[src/rtl/mcpu_alu_sequencer_pkg.sv]
// mcpu_alu_sequencer_pkg: ALU command codes, sequencer states and default widths shared by the ALU, decoder and sequencer
package mcpu_alu_sequencer_pkg;
  localparam int DEF_CMD_SIZE      = 2;
  localparam int DEF_WORD_SIZE     = 8;
  localparam int DEF_REG_ADDR      = 2;
  localparam int DEF_SETTLE_CYCLES = 1;
  localparam logic [1:0] CMD_AND = 2'd0;
  localparam logic [1:0] CMD_OR  = 2'd1;
  localparam logic [1:0] CMD_XOR = 2'd2;
  localparam logic [1:0] CMD_ADD = 2'd3;
  typedef enum logic [1:0] {ST_IDLE, ST_EXEC, ST_WB} state_t;
  function automatic logic alu_sets_cf(input logic [1:0] cmd);
    return cmd == CMD_ADD;
  endfunction
endpackage

[src/rtl/mcpu_alu_sequencer_if.sv]
// mcpu_alu_sequencer_if: instruction handshake from decode to the ALU sequencer
//   master (decode) drives instr_valid/cmd/dst/src1/src2; slave (sequencer) drives instr_ready
interface mcpu_alu_sequencer_if
  import mcpu_alu_sequencer_pkg::*;
#(
  parameter int CMD_SIZE = DEF_CMD_SIZE,
  parameter int REG_ADDR = DEF_REG_ADDR
);
  logic                instr_valid;
  logic                instr_ready;
  logic [CMD_SIZE-1:0] instr_cmd;
  logic [REG_ADDR-1:0] instr_dst;
  logic [REG_ADDR-1:0] instr_src1;
  logic [REG_ADDR-1:0] instr_src2;
  modport master (output instr_valid, instr_cmd, instr_dst, instr_src1, instr_src2, input instr_ready);
  modport slave  (input instr_valid, instr_cmd, instr_dst, instr_src1, instr_src2, output instr_ready);
endinterface

[src/rtl/mcpu_alu_sequencer_regfile.sv]
// mcpu_alu_sequencer_regfile: 2**REG_ADDR x WORD_SIZE register file
//   write ports: wb_* (writeback, higher priority) and ld_* (direct load)
//   read ports:  ra1/rd1, ra2/rd2 (operands), rd_addr/rd_data (debug), all combinational
module mcpu_alu_sequencer_regfile #(
  parameter int WORD_SIZE = 8,
  parameter int REG_ADDR  = 2
) (
  input  logic                 clk,
  input  logic                 reset_n,
  input  logic                 wb_en,
  input  logic [REG_ADDR-1:0]  wb_addr,
  input  logic [WORD_SIZE-1:0] wb_data,
  input  logic                 ld_en,
  input  logic [REG_ADDR-1:0]  ld_addr,
  input  logic [WORD_SIZE-1:0] ld_data,
  input  logic [REG_ADDR-1:0]  ra1,
  input  logic [REG_ADDR-1:0]  ra2,
  input  logic [REG_ADDR-1:0]  rd_addr,
  output logic [WORD_SIZE-1:0] rd1,
  output logic [WORD_SIZE-1:0] rd2,
  output logic [WORD_SIZE-1:0] rd_data
);
  localparam int N = 2**REG_ADDR;
  logic [WORD_SIZE-1:0] regs_q [N];
  always_ff @(posedge clk)
    for (int i = 0; i < N; i++)
      if (!reset_n) regs_q[i] <= '0;
      else if (wb_en && wb_addr == REG_ADDR'(i)) regs_q[i] <= wb_data;
      else if (ld_en && ld_addr == REG_ADDR'(i)) regs_q[i] <= ld_data;
  assign rd1     = regs_q[ra1];
  assign rd2     = regs_q[ra2];
  assign rd_data = regs_q[rd_addr];
endmodule

[src/rtl/mcpu_alu_sequencer.sv]
// mcpu_alu_sequencer: multi-cycle controller that feeds the combinational ALU and writes its result back
//   clk/reset_n: clock, synchronous active-low reset; instr: instruction handshake (slave)
//   ld_*: direct register load; rd_addr/rd_data: debug read
//   alu_cmd/alu_in1/alu_in2 -> ALU, alu_out/alu_cf <- ALU; cf_flag: carry flag; done: writeback pulse
module mcpu_alu_sequencer
  import mcpu_alu_sequencer_pkg::*;
#(
  parameter int CMD_SIZE      = DEF_CMD_SIZE,
  parameter int WORD_SIZE     = DEF_WORD_SIZE,
  parameter int REG_ADDR      = DEF_REG_ADDR,
  parameter int SETTLE_CYCLES = DEF_SETTLE_CYCLES
) (
  input  logic                 clk,
  input  logic                 reset_n,
  mcpu_alu_sequencer_if.slave  instr,
  input  logic                 ld_en,
  input  logic [REG_ADDR-1:0]  ld_addr,
  input  logic [WORD_SIZE-1:0] ld_data,
  input  logic [REG_ADDR-1:0]  rd_addr,
  output logic [WORD_SIZE-1:0] rd_data,
  output logic [CMD_SIZE-1:0]  alu_cmd,
  output logic [WORD_SIZE-1:0] alu_in1,
  output logic [WORD_SIZE-1:0] alu_in2,
  input  logic [WORD_SIZE-1:0] alu_out,
  input  logic                 alu_cf,
  output logic                 cf_flag,
  output logic                 done
);
  state_t               state_q;
  logic [3:0]           cnt_q;
  logic [REG_ADDR-1:0]  dst_q;
  logic [CMD_SIZE-1:0]  cmd_q;
  logic [WORD_SIZE-1:0] in1_q, in2_q, rd1, rd2;
  logic                 ready_q, done_q, cf_q;
  mcpu_alu_sequencer_regfile #(.WORD_SIZE(WORD_SIZE), .REG_ADDR(REG_ADDR)) u_rf (
    .clk     (clk),
    .reset_n (reset_n),
    .wb_en   (state_q == ST_WB),
    .wb_addr (dst_q),
    .wb_data (alu_out),
    .ld_en   (ld_en),
    .ld_addr (ld_addr),
    .ld_data (ld_data),
    .ra1     (instr.instr_src1),
    .ra2     (instr.instr_src2),
    .rd_addr (rd_addr),
    .rd1     (rd1),
    .rd2     (rd2),
    .rd_data (rd_data)
  );
  // Operands are read combinationally at acceptance, so they are the values before any write on that edge.
  always_ff @(posedge clk)
    if (!reset_n) begin
      state_q <= ST_IDLE;
      cnt_q   <= '0;
      dst_q   <= '0;
      cmd_q   <= '0;
      in1_q   <= '0;
      in2_q   <= '0;
      ready_q <= 1'b1;
      done_q  <= 1'b0;
      cf_q    <= 1'b0;
    end else begin
      case (state_q)
        ST_IDLE: if (instr.instr_valid) begin
          cmd_q   <= instr.instr_cmd;
          dst_q   <= instr.instr_dst;
          in1_q   <= rd1;
          in2_q   <= rd2;
          cnt_q   <= 4'(SETTLE_CYCLES);
          ready_q <= 1'b0;
          state_q <= ST_EXEC;
        end
        ST_EXEC: begin
          cnt_q <= cnt_q - 4'd1;
          if (cnt_q == 4'd1) begin
            state_q <= ST_WB;
            done_q  <= 1'b1;
          end
        end
        ST_WB: begin
          if (alu_sets_cf(cmd_q)) cf_q <= alu_cf;
          done_q  <= 1'b0;
          ready_q <= 1'b1;
          state_q <= ST_IDLE;
        end
        default: state_q <= ST_IDLE;
      endcase
    end
  assign instr.instr_ready = ready_q;
  assign alu_cmd           = cmd_q;
  assign alu_in1           = in1_q;
  assign alu_in2           = in2_q;
  assign cf_flag           = cf_q;
  assign done              = done_q;
endmodule
[src/flat_wrapper.sv]
// flat-port wrapper written by rule: the top's interface ports become plain ports
module mcpu_alu_sequencer_flat import mcpu_alu_sequencer_pkg::*;
#(
  parameter int CMD_SIZE      = DEF_CMD_SIZE,
  parameter int WORD_SIZE     = DEF_WORD_SIZE,
  parameter int REG_ADDR      = DEF_REG_ADDR,
  parameter int SETTLE_CYCLES = DEF_SETTLE_CYCLES
)
  (clk, reset_n, ld_en, ld_addr, ld_data, rd_addr, rd_data, alu_cmd, alu_in1, alu_in2, alu_out, alu_cf, cf_flag, done, instr_instr_valid, instr_instr_cmd, instr_instr_dst, instr_instr_src1, instr_instr_src2, instr_instr_ready);
  mcpu_alu_sequencer_if #(.CMD_SIZE(CMD_SIZE), .REG_ADDR(REG_ADDR)) instr_i ();
  input  logic clk;
  input  logic reset_n;
  input  logic ld_en;
  input  logic [REG_ADDR-1:0] ld_addr;
  input  logic [WORD_SIZE-1:0] ld_data;
  input  logic [REG_ADDR-1:0] rd_addr;
  output logic [WORD_SIZE-1:0] rd_data;
  output logic [CMD_SIZE-1:0] alu_cmd;
  output logic [WORD_SIZE-1:0] alu_in1;
  output logic [WORD_SIZE-1:0] alu_in2;
  input  logic [WORD_SIZE-1:0] alu_out;
  input  logic alu_cf;
  output logic cf_flag;
  output logic done;
  input wire logic [$bits(instr_i.instr_valid)-1:0] instr_instr_valid;
  input wire logic [$bits(instr_i.instr_cmd)-1:0] instr_instr_cmd;
  input wire logic [$bits(instr_i.instr_dst)-1:0] instr_instr_dst;
  input wire logic [$bits(instr_i.instr_src1)-1:0] instr_instr_src1;
  input wire logic [$bits(instr_i.instr_src2)-1:0] instr_instr_src2;
  output wire logic [$bits(instr_i.instr_ready)-1:0] instr_instr_ready;
  assign instr_i.instr_valid = instr_instr_valid;
  assign instr_i.instr_cmd = instr_instr_cmd;
  assign instr_i.instr_dst = instr_instr_dst;
  assign instr_i.instr_src1 = instr_instr_src1;
  assign instr_i.instr_src2 = instr_instr_src2;
  assign instr_instr_ready = instr_i.instr_ready;
  mcpu_alu_sequencer #(.CMD_SIZE(CMD_SIZE), .WORD_SIZE(WORD_SIZE), .REG_ADDR(REG_ADDR), .SETTLE_CYCLES(SETTLE_CYCLES)) u_core (.clk(clk), .reset_n(reset_n), .instr(instr_i), .ld_en(ld_en), .ld_addr(ld_addr), .ld_data(ld_data), .rd_addr(rd_addr), .rd_data(rd_data), .alu_cmd(alu_cmd), .alu_in1(alu_in1), .alu_in2(alu_in2), .alu_out(alu_out), .alu_cf(alu_cf), .cf_flag(cf_flag), .done(done));
endmodule
[config.mk]
export PLATFORM = sky130hd
export DESIGN_NAME = mcpu_alu_sequencer_flat
export DESIGN_NICKNAME = d
export VERILOG_FILES = /design/src/rtl/mcpu_alu_sequencer_pkg.sv /design/src/rtl/mcpu_alu_sequencer_if.sv /design/src/rtl/mcpu_alu_sequencer_regfile.sv /design/src/rtl/mcpu_alu_sequencer.sv /design/src/flat_wrapper.sv
export SDC_FILE = /design/constraint.sdc
export NUM_CORES = 1
export LEC_CHECK = 0
export CORE_MARGIN = 8
export CORE_UTILIZATION = 35
export CTS_BUF_LIST = sky130_fd_sc_hd__clkbuf_8
export DETAILED_ROUTE_END_ITERATION = 6
export PLACE_DENSITY_LB_ADDON = 0.05
export SYNTH_ARGS = -nofsm -noshare
export SYNTH_HDL_FRONTEND = slang
export SYNTH_SLANG_ARGS = --single-unit
[constraint.sdc]
create_clock -name clk -period 6.05 [get_ports clk]
set_clock_uncertainty 0.05 [all_clocks]
set_input_delay 0.9075 -clock clk [delete_from_list [all_inputs] [get_ports clk]]
set_output_delay 0.9075 -clock clk [all_outputs]
set_load 0.05 [all_outputs]
==> impl_metrics.tcl <==
set metrics [dict create \
    clkTransAtPathRegs_ns 0.07 \
    cp-end-kind "primary output" \
    final_util_pct 46.04 \
    post-route-drc-count 0 \
    path_buf_inv 2 \
    drt_pass1_iterations 4 \
    fin_nets 328 \
    grt.busiest_layer "met2" \
    vias 2225 \
    insertedDiodeCount 0 \
    grt_util_met3_pct 4.329 \
    slew_headroom_pct 38.07 \
    setup_viol 0 \
    maxCapViolCount 0 \
    ys_ff_latch 61 \
    crit_type "primary input to primary output" \
    post_cts_buffers 0 \
    worst_path_largest_cell_delay_ns 0.84 \
    grt_pass1_vias 2386 \
    multi_input_area_sq_um 1474 \
    die_h_microns 110.7 \
    status "finished, final reports clean" \
    peakVddDrop_uv 112.4 \
    area_growth_syn_to_layout_pct 28.00 \
    cp-start-kind "primary input" \
    start_util_pct 35.97 \
    crit_arrival_ns 3.06 \
    grt_usage_pct 12.74 \
    use_met1_pct 15.04 \
    grt_antenna_before_repair 0 \
    synth_cell_type_count 44 \
    ant_nets 0 \
    drv_slew 0 \
    grt_pass1_wl_microns 12720 \
    hold_violations 0 \
    syn_area_sq_um 3137 \
    async_flop_share_pct 0 \
    place_congestion 0.8007 \
    grt_overflow_total 0 \
    rsz0062_at_grt "false" \
    cts_buffer_depth 2 \
    viasPerCell 5.480 \
    root_buffer "clkbuf_8" \
    seq_area_frac_synth_pct 49.14 \
    cts_made_buffers 9 \
    rows 34 \
    die_area_sq_um 12250 \
    cts_tree "yes" \
    clock_sinks 61 \
    crit_top_cell "clkdlybuf4s50_1" \
    drive_above_1_share_pct 16.44 \
    grt_max_degree 25 \
    synth_edf_count 32 \
    drtIter0Drc 127 \
    stdcell_area_sq_um 4015 \
    route.detailed.wl_per_inst_microns 19.02 \
    synthCells 234 \
    powerDensity_nw_per_um2 262.1 \
    htreeDepth 3 \
    hold_class "register to register" \
    synth-main-ff-cell "edfxtp_1" \
    min_period_over_period_pct 66.44 \
    crit_path_cell_trace "clkdlybuf4s50_1 > mux4_2 > clkdlybuf4s50_1" \
    routed_wl_microns 7723 \
    dp_hpwl_microns 5902 \
    core_sq_um 8721 \
    die_x_microns 110.7 \
    path_max_fanout 8 \
    portBuffers 61 \
    required_ns 5.09 \
    final_period_minus_worst_setup_slack_ns 4.020 \
    use_met2_pct 20.83 \
    slowest_stage "clkdlybuf4s50_1" \
    clk_latency_ns 0.33 \
    power.total_mw 1.052 \
    yosysWarningCount 0 \
    io_pins 62 \
    cts-resized-gates 0 \
    cp_top_family "buffers and inverters" \
    leakage_nw 1.397 \
    cts_hold_repair.buffers 0 \
    placed_cell_area_sq_um 3825 \
    fillers 782 \
    regArea_sq_um 1541 \
    syn_nets 269 \
    fin_tns_setup_ns 0 \
    fmax_mhz 248.8 \
    worstMarginPinSlew_ns 0.9266 \
    syn_avg_cell_area_sq_um 13.40 \
]
## final timing paths
path / start / endpoint / slack [ns] / cells after the start
setup / recovery: rd_addr[0] / rd_data[5] / 2.03 / 3
hold / removal: u_core.alu_in1[5] / u_core.alu_in1[5] / 0.43 / 1
setup reg to reg: u_core.state_q[1] / u_core.u_rf.regs_q[0][6] / 3.77 / 3
hold reg to reg: u_core.alu_in1[5] / u_core.alu_in1[5] / 0.43 / 1
## cell usage after synthesis (2+ instances only)
library cell,number,share of area [%]
buf_2,5,0.80
clkbuf_2,2,0.32
dfxtp_1,29,19
nor4bb_1,2,0.64
a311o_1,2,0.64
mux2i_1,5,1.6
nand3_1,9,1.4
nor2b_1,3,0.60
o21ai_0,7,1.1
clkbuf_1,4,0.48
buf_6,2,0.72
a32o_1,8,2.6
and3_1,2,0.40
inv_1,9,1.1
nor2_1,8,0.96
buf_1,4,0.48
nor3b_1,2,0.48
o21ai_1,4,0.64
ha_1,2,0.80
edfxtp_1,32,31
nand2_1,13,1.6
o311ai_0,2,0.56
a22o_1,32,8.9
mux4_2,24,17
a21oi_1,3,0.48
## kinds of logic after synthesis
| kind of cell | synth area share [%] |
|---|---|
| AO/OA/AOI/OAI | 16.91 |
| adder cells (fa/ha/maj) | 0.7976 |
| buffers and inverters | 3.869 |
| flip-flops | 49.14 |
| multiplexers | 18.83 |
| AND/OR/NAND/NOR | 10.45 |
## sequential cells by signal (all words and copies together) (netlist names)
signal                    cells
u_core.instr.instr_ready      1
u_core.u_rf.regs_q           32
u_core.cnt_q                  4
u_core.alu_cmd                2
u_core.alu_in1                8
u_core.cf_flag                1
u_core.done                   1
u_core.state_q                2
u_core.alu_in2                8
u_core.dst_q                  2
## area by class of cell
class                           instances  share of cell area (%)
Multi-Input combinational cell        147                   36.71
Clock buffer                            9                   3.085
Timing Repair Buffer                   65                   15.96
Inverter                                9                  0.8414
Clock inverter                          7                   1.652
Sequential cell                        61                   38.39
Tap cell                              108                   3.366
## routing by layer
| layer | vias to the layer above | routed length, microns |
|---|---|---|
| met2 | 59 | 3770 |
| li1 | 1074 | - |
| met1 | 1075 | 3435 |
| met4 | 0 | 167 |
| met3 | 17 | 349 |
| met5 | - | 0 |
## metrics by stage
stage	instances	setup slack, ns	hold WS (ns)
3_3_place_gp	390	2.008	0.4103
4_1_cts	406	1.990	0.4284
6_report	406	2.030	0.4254
2_1_floorplan	234	3.268	0.4148
5_1_grt	406	1.939	0.4483
3_5_place_dp	390	1.990	0.4116
## power by group
part           switching (mW)  internal (mW)
clock network           0.162          0.187
logic                   0.119         0.0951
registers              0.0237          0.465
total                   0.305          0.747
## placed cells by master, fill, tap and decap left out, types with 2 or more instances in the layout
cell / n
a21oi_1: 3
a22o_1: 32
a311o_1: 2
a32o_1: 8
and3_1: 2
buf_4: 4
clkbuf_8: 9
clkdlybuf4s50_1: 61
clkinv_1: 2
clkinvlp_4: 2
dfxtp_1: 29
edfxtp_1: 32
ha_1: 2
inv_1: 9
mux2i_1: 5
mux4_2: 24
nand2_1: 13
nand3_1: 9
nor2_1: 8
nor2b_1: 3
nor3b_1: 2
nor4bb_1: 2
o21ai_0: 7
o21ai_1: 4
o311ai_1: 2
Note: power is estimated with default switching activity, not from simulation.
